`src/rtl/pipelined_adder_n_pkg.sv`:
```
// rtl/pipelined_adder_n_pkg.sv - shared defaults and chunk sizing for the pipelined adder
package pipelined_adder_n_pkg;

  localparam int DEFAULT_WIDTH  = 16;
  localparam int DEFAULT_STAGES = 4;

  function automatic int chunk_width(input int width, input int stages);
    return width / stages;
  endfunction

endpackage

```
`src/rtl/pipelined_adder_n_if.sv`:
```
// rtl/pipelined_adder_n_if.sv - operand/result handshake bundle of the pipelined adder
interface pipelined_adder_n_if #(
  parameter int WIDTH = pipelined_adder_n_pkg::DEFAULT_WIDTH
) ();

  logic             in_valid;
  logic             in_ready;
  logic [WIDTH-1:0] A;
  logic [WIDTH-1:0] B;
  logic             Cin;
  logic             Sub;
  logic             out_valid;
  logic             out_ready;
  logic [WIDTH-1:0] Sum;
  logic             Cout;
  logic             Ovf;

  modport master (
    output in_valid, A, B, Cin, Sub, out_ready,
    input  in_ready, out_valid, Sum, Cout, Ovf
  );

  modport slave (
    input  in_valid, A, B, Cin, Sub, out_ready,
    output in_ready, out_valid, Sum, Cout, Ovf
  );

endinterface

```
`src/rtl/pipelined_adder_n_adder_chunk.sv`:
```
// rtl/pipelined_adder_n_adder_chunk.sv - combinational CW-bit ripple adder slice
module adder_chunk #(
  parameter int CW = 4
) (
  input  logic [CW-1:0] a,
  input  logic [CW-1:0] b,
  input  logic          ci,
  output logic [CW-1:0] s,
  output logic          co,
  output logic          c_msb_in
);

  always_comb begin
    logic [CW:0] c;
    c        = '0;
    s        = '0;
    c[0]     = ci;
    for (int i = 0; i < CW; i++) begin
      s[i]     = a[i] ^ b[i] ^ c[i];
      c[i+1]   = (a[i] & b[i]) | (c[i] & (a[i] ^ b[i]));
    end
    co       = c[CW];
    c_msb_in = c[CW-1];
  end

endmodule

```
`src/rtl/pipelined_adder_n.sv`:
```
// rtl/pipelined_adder_n.sv - WIDTH-bit add/subtract split into STAGES registered ripple chunks
module pipelined_adder_n
  import pipelined_adder_n_pkg::*;
#(
  parameter int WIDTH  = DEFAULT_WIDTH,
  parameter int STAGES = DEFAULT_STAGES
) (
  input  logic                clk,
  input  logic                rst,
  pipelined_adder_n_if.slave  bus
);

  localparam int CW = chunk_width(WIDTH, STAGES);

  if (STAGES < 1 || (WIDTH % STAGES) != 0) begin : g_bad_cfg
    $error("pipelined_adder_n: WIDTH must be a positive multiple of STAGES");
  end

  logic             en;
  logic             out_valid;
  logic [WIDTH-1:0] b_eff;
  logic             c0;

  // Subtraction is A + ~B + ~Cin, so Cin acts as a borrow-in.
  assign b_eff = bus.Sub ? ~bus.B : bus.B;
  assign c0    = bus.Cin ^ bus.Sub;

  // A held result freezes the whole pipe; bubbles are never squeezed out.
  assign en           = ~(out_valid & ~bus.out_ready);
  assign bus.in_ready = en;

  for (genvar k = 0; k < STAGES; k++) begin : g_stage
    localparam int PW = WIDTH - k * CW;
    localparam int DW = (k + 1) * CW;

    logic [PW-1:0] a_pend;
    logic [PW-1:0] b_pend;
    logic          c_in;
    logic          v_in;
    logic [CW-1:0] s_chunk;
    logic          co;
    logic          c_top;
    logic [DW-1:0] s_next;
    logic [DW-1:0] s_q;
    logic          c_q;
    logic          v_q;

    if (k == 0) begin : g_head
      assign a_pend = bus.A;
      assign b_pend = b_eff;
      assign c_in   = c0;
      assign v_in   = bus.in_valid;
      assign s_next = s_chunk;
    end else begin : g_body
      assign a_pend = g_stage[k-1].g_fwd.a_q;
      assign b_pend = g_stage[k-1].g_fwd.b_q;
      assign c_in   = g_stage[k-1].c_q;
      assign v_in   = g_stage[k-1].v_q;
      assign s_next = {s_chunk, g_stage[k-1].s_q};
    end

    adder_chunk #(.CW(CW)) u_chunk (
      .a        (a_pend[CW-1:0]),
      .b        (b_pend[CW-1:0]),
      .ci       (c_in),
      .s        (s_chunk),
      .co       (co),
      .c_msb_in (c_top)
    );

    always_ff @(posedge clk or posedge rst) begin
      if (rst) begin
        v_q <= 1'b0;
        c_q <= 1'b0;
        s_q <= '0;
      end else if (en) begin
        v_q <= v_in;
        c_q <= co;
        s_q <= s_next;
      end
    end

    if (k < STAGES - 1) begin : g_fwd
      // Only the operand chunks later stages still need are carried forward.
      logic [PW-CW-1:0] a_q;
      logic [PW-CW-1:0] b_q;
      logic             unused_c_top;

      assign unused_c_top = c_top;

      always_ff @(posedge clk or posedge rst) begin
        if (rst) begin
          a_q <= '0;
          b_q <= '0;
        end else if (en) begin
          a_q <= a_pend[PW-1:CW];
          b_q <= b_pend[PW-1:CW];
        end
      end
    end else begin : g_last
      logic ovf_q;

      always_ff @(posedge clk or posedge rst) begin
        if (rst) begin
          ovf_q <= 1'b0;
        end else if (en) begin
          ovf_q <= c_top ^ co;
        end
      end
    end
  end

  assign out_valid     = g_stage[STAGES-1].v_q;
  assign bus.out_valid = out_valid;
  assign bus.Sum       = g_stage[STAGES-1].s_q;
  assign bus.Cout      = g_stage[STAGES-1].c_q;
  assign bus.Ovf       = g_stage[STAGES-1].g_last.ovf_q;

endmodule
```
`src/flat_wrapper.sv`:
```
// flat-port wrapper written by rule: the top's interface ports become plain ports
module pipelined_adder_n_flat import pipelined_adder_n_pkg::*;
#(
  parameter int WIDTH  = DEFAULT_WIDTH,
  parameter int STAGES = DEFAULT_STAGES
)
  (clk, rst, bus_in_valid, bus_A, bus_B, bus_Cin, bus_Sub, bus_out_ready, bus_in_ready, bus_out_valid, bus_Sum, bus_Cout, bus_Ovf);
  pipelined_adder_n_if #(.WIDTH(WIDTH)) bus_i ();
  input  logic clk;
  input  logic rst;
  input wire logic [$bits(bus_i.in_valid)-1:0] bus_in_valid;
  input wire logic [$bits(bus_i.A)-1:0] bus_A;
  input wire logic [$bits(bus_i.B)-1:0] bus_B;
  input wire logic [$bits(bus_i.Cin)-1:0] bus_Cin;
  input wire logic [$bits(bus_i.Sub)-1:0] bus_Sub;
  input wire logic [$bits(bus_i.out_ready)-1:0] bus_out_ready;
  output wire logic [$bits(bus_i.in_ready)-1:0] bus_in_ready;
  output wire logic [$bits(bus_i.out_valid)-1:0] bus_out_valid;
  output wire logic [$bits(bus_i.Sum)-1:0] bus_Sum;
  output wire logic [$bits(bus_i.Cout)-1:0] bus_Cout;
  output wire logic [$bits(bus_i.Ovf)-1:0] bus_Ovf;
  assign bus_i.in_valid = bus_in_valid;
  assign bus_i.A = bus_A;
  assign bus_i.B = bus_B;
  assign bus_i.Cin = bus_Cin;
  assign bus_i.Sub = bus_Sub;
  assign bus_i.out_ready = bus_out_ready;
  assign bus_in_ready = bus_i.in_ready;
  assign bus_out_valid = bus_i.out_valid;
  assign bus_Sum = bus_i.Sum;
  assign bus_Cout = bus_i.Cout;
  assign bus_Ovf = bus_i.Ovf;
  pipelined_adder_n #(.WIDTH(WIDTH), .STAGES(STAGES)) u_core (.clk(clk), .rst(rst), .bus(bus_i));
endmodule
```
`config.mk`:
```
export PLATFORM = sky130hd
export DESIGN_NAME = pipelined_adder_n_flat
export DESIGN_NICKNAME = d
export VERILOG_FILES = /design/src/rtl/pipelined_adder_n_pkg.sv /design/src/rtl/pipelined_adder_n_if.sv /design/src/rtl/pipelined_adder_n_adder_chunk.sv /design/src/rtl/pipelined_adder_n.sv /design/src/flat_wrapper.sv
export SDC_FILE = /design/constraint.sdc
export NUM_CORES = 1
export LEC_CHECK = 0
export CORE_MARGIN = 2
export CORE_UTILIZATION = 55
export CTS_BUF_LIST = sky130_fd_sc_hd__clkbuf_2
export DETAILED_ROUTE_END_ITERATION = 10
export MAX_ROUTING_LAYER = met4
export PLACE_DENSITY = 0.91
export SKIP_CTS_REPAIR_TIMING = 1
export SLEW_MARGIN = 10
export SYNTH_ARGS = -nofsm -noshare
export SYNTH_HDL_FRONTEND = slang
export SYNTH_SLANG_ARGS = --single-unit
```
`constraint.sdc`:
```
create_clock -name clk -period 5.2 [get_ports clk]
set_clock_uncertainty 0.05 [all_clocks]
set_input_delay 1.04 -clock clk [delete_from_list [all_inputs] [get_ports clk]]
set_output_delay 1.04 -clock clk [all_outputs]
set_load 0.05 [all_outputs]
```
==> impl_metrics.csv <==
group,metric,value,unit
cells_and_area,diodes,0,
global_route,antenna_found_initial,0,
drt,drc,0,
power,leakage,2.17,nW
sta,worst_slew_pin_slew,0.839,ns
global_route,grt_pass1_vias,2376,
drt,drt-pass1-iter-count,4,
critical_path,cp-end-kind,"output port",
critical_path,max_stage_delay,0.87,ns
placement,placed_cell_area,4890,µm²
run,drv_cap,0,
cells_and_area,nets,394,
critical_path,worstPathRequired,4.11,ns
synth,synth_area_leader_cell,"dfrtp_1",
critical_path,critPathKind,"input port to output port",
clocking,max-clock-path-buffers,2,
placement,dpl_worst_slack,1.43,ns
die,dieHeight,92.2,µm
synth,synthCells,283,
critical_path,crit_arrival,2.26,ns
synth,avgSynthCellArea,15.1,µm²
cells_and_area,area_growth,17.0,%
global_route,grt_max_degree,65,
power,swShare,37.5,%
die,die_w,92.2,µm
placement,placed_cells,431,
power,ir_drop,0.000238,V
sta,fmax,299,MHz
power,clock_power_share,12.4,%
critical_path,crit_chain,"clkdlybuf4s50_1, nor2b_4, inv_2, buf_4",
drt,num_vias,2296,
synth,synthFlopType,"dfrtp_1",
power,power.share.sequential,43.5,%
synth,synthArstFlopShare,100,%
cells_and_area,drive_gt1_share,30.7,%
placement,io_buffers,57,
drt,detail-route-antenna-nets,0,
cells_and_area,instances_no_fill,447,
synth,synth_top_area_share,56.7,%
power,p_comb_share,44.1,%
status,status,"finished clean",
sta,tns,0,ns
synth,synthTopCellsByArea,"dfrtp_1, mux2_2, fa_1",
cells_and_area,final_common_cell,"dfrtp_1",
clocking,cts_sinks,97,
synth,synth_edf_count,0,
sta,final-max-slew-violation-count,0,
synth,yosysWarnings,0,
power,power.density,591,nW/µm²
hold_path,worstHoldPathType,"flip-flop to flip-flop",
die,start_util,56.0,%
drt,detail_route.iter0.violations,124,
hold_path,worstHoldPathCells,1,
synth,yosysSeqAreaShare,56.7,%
critical_path,path_max_fanout,12,
synth,post_synth_num_cell_types,19,
synth,syn_area,4280,µm²
drt,drt_wl_total,7060,µm
sta,relSlewSlack,44.1,%
critical_path,crit_cells,4,
synth,synth.net_count,337,
synth,ys_ff_latch,97,
critical_path,path_buf_inv,3,
cells_and_area,fill_cells,530,
cells_and_area,utilization,65.5,%
power,finalPower,2.96,mW
power,p_int,1.85,mW
placement,gp_congestion,0.744,
critical_path,path_delay_family,"buffers and inverters",
sta,timing.final.setup_violations,0,
die,rows,32,
sta,fin_ws,1.85,ns
clocking,clk_latency,0.57,ns
drt,wl_per_cell,15.8,µm
global_route,grt_overflow_total,0,
cells_and_area,fin_area,5010,µm²
sta,post-route-period-util,64.4,%
power,p_switching,1.11,mW
global_route,grt.total_usage,18.9,%
clocking,root_buffer,"clkbuf_2",
global_route,grt_pass1_wl,11700,µm
sta,grt_setup_unrepaired,"no",
placement,place_hpwl,4750,µm
clocking,clk_pin_slew,0.29,ns
sta,min_period,3.35,ns
clocking,cts_tree,"built",
sta,hold_viol_final,0,
drt,drt-vias-per-instance,5.14,
die,core_area,7650,µm²
die,io_pins,58,
cells_and_area,seq_area,2430,µm²
die,dieArea,8500,µm²
sta,timing.hold.ws,0.447,ns
clocking,numCtsBuffers,9,
critical_path,slowest_stage,"clkdlybuf4s50_1",
cells_and_area,multi_input_area,1630,µm²
critical_path,reg2reg_depth,9,
cells_and_area,layout_common_cells,"dfrtp_1, mux2_2, clkdlybuf4s50_1, inv_1, fa_1",
critical_path,start_kind,"input port",
clocking,htree_levels,3,
power by group through the flow:
stage,registers [mW],logic [mW],clock network (mW)
2_1_floorplan,1.51,0.766,0
3_3_place_gp,1.29,1.27,0
3_5_place_dp,1.31,1.32,0
4_1_cts,1.29,1.33,0.371
5_1_grt,1.33,1.42,0.406
6_report,1.29,1.30,0.366
final cells by class:
cell class | instances | area share (%)
clock inverters | 6 | 1.35
well taps | 102 | 2.55
inverters | 28 | 2.15
multi-input cells | 143 | 32.5
clock buffers | 10 | 1.00
flip-flops and latches | 97 | 48.5
repair buffers | 61 | 11.9
sequential cells by signal, summed over array words and instances, names as in the netlist:
| signal | flops |
|---|---|
| u_core.bus.Ovf | 1 |
| u_core.bus.Cout | 1 |
| u_core.g_stage.s_q | 24 |
| u_core.g_stage.g_fwd.b_q | 24 |
| u_core.g_stage.c_q | 3 |
| u_core.g_stage.v_q | 3 |
| u_core.g_stage.g_fwd.a_q | 24 |
| u_core.bus.Sum | 16 |
| u_core.bus.out_valid | 1 |
cell families (layout without fill, tap and decap cells):
family / after synthesis / count (layout) / synth area share [%]
DFF: 97 / 97 / 56.7
muxes: 85 / 85 / 23.2
buffers and inverters: 43 / 105 / 5.41
xor gates and xnor gates: 18 / 18 / 3.68
adders and majority gates: 16 / 16 / 7.49
and+or+nand+nor: 13 / 13 / 2.22
AOI/OAI and AO/OA: 11 / 11 / 1.29
path summary, 6_finish.rpt:
check,slack (ns),endpoint,from
min in group asynchronous,0.88,u_core.bus.Sum[7],rst
min reg2reg,0.45,u_core.bus.Sum[8],u_core.g_stage[2].s_q[8]
max reg2reg,2.71,u_core.bus.Ovf,u_core.g_stage[2].c_q
max,1.85,bus_in_ready,bus_out_ready
min,0.45,u_core.bus.Sum[8],u_core.g_stage[2].s_q[8]
max in group asynchronous,3.27,u_core.g_stage[1].g_fwd.b_q[1],rst
layer usage:
metal / vias up / global-route usage (%) / routed length, µm
li1: 1043 / - / -
met1: 1202 / 25.3 / 3210
met2: 40 / 28.3 / 3460
met3: 11 / 4.35 / 225
met4: 0 / 8.08 / 163
met5: - / - / 0
cells in the mapped netlist (2+ instances only):
cell type,count
dfrtp_1,97
mux2_2,72
inv_1,27
fa_1,16
xor2_1,12
a21oi_1,11
nor3b_1,11
mux2_4,10
xnor2_1,6
buf_4,5
buf_6,5
buf_2,2
clkbuf_1,2
mux2i_1,2
Power figures use the tool's default switching activity.
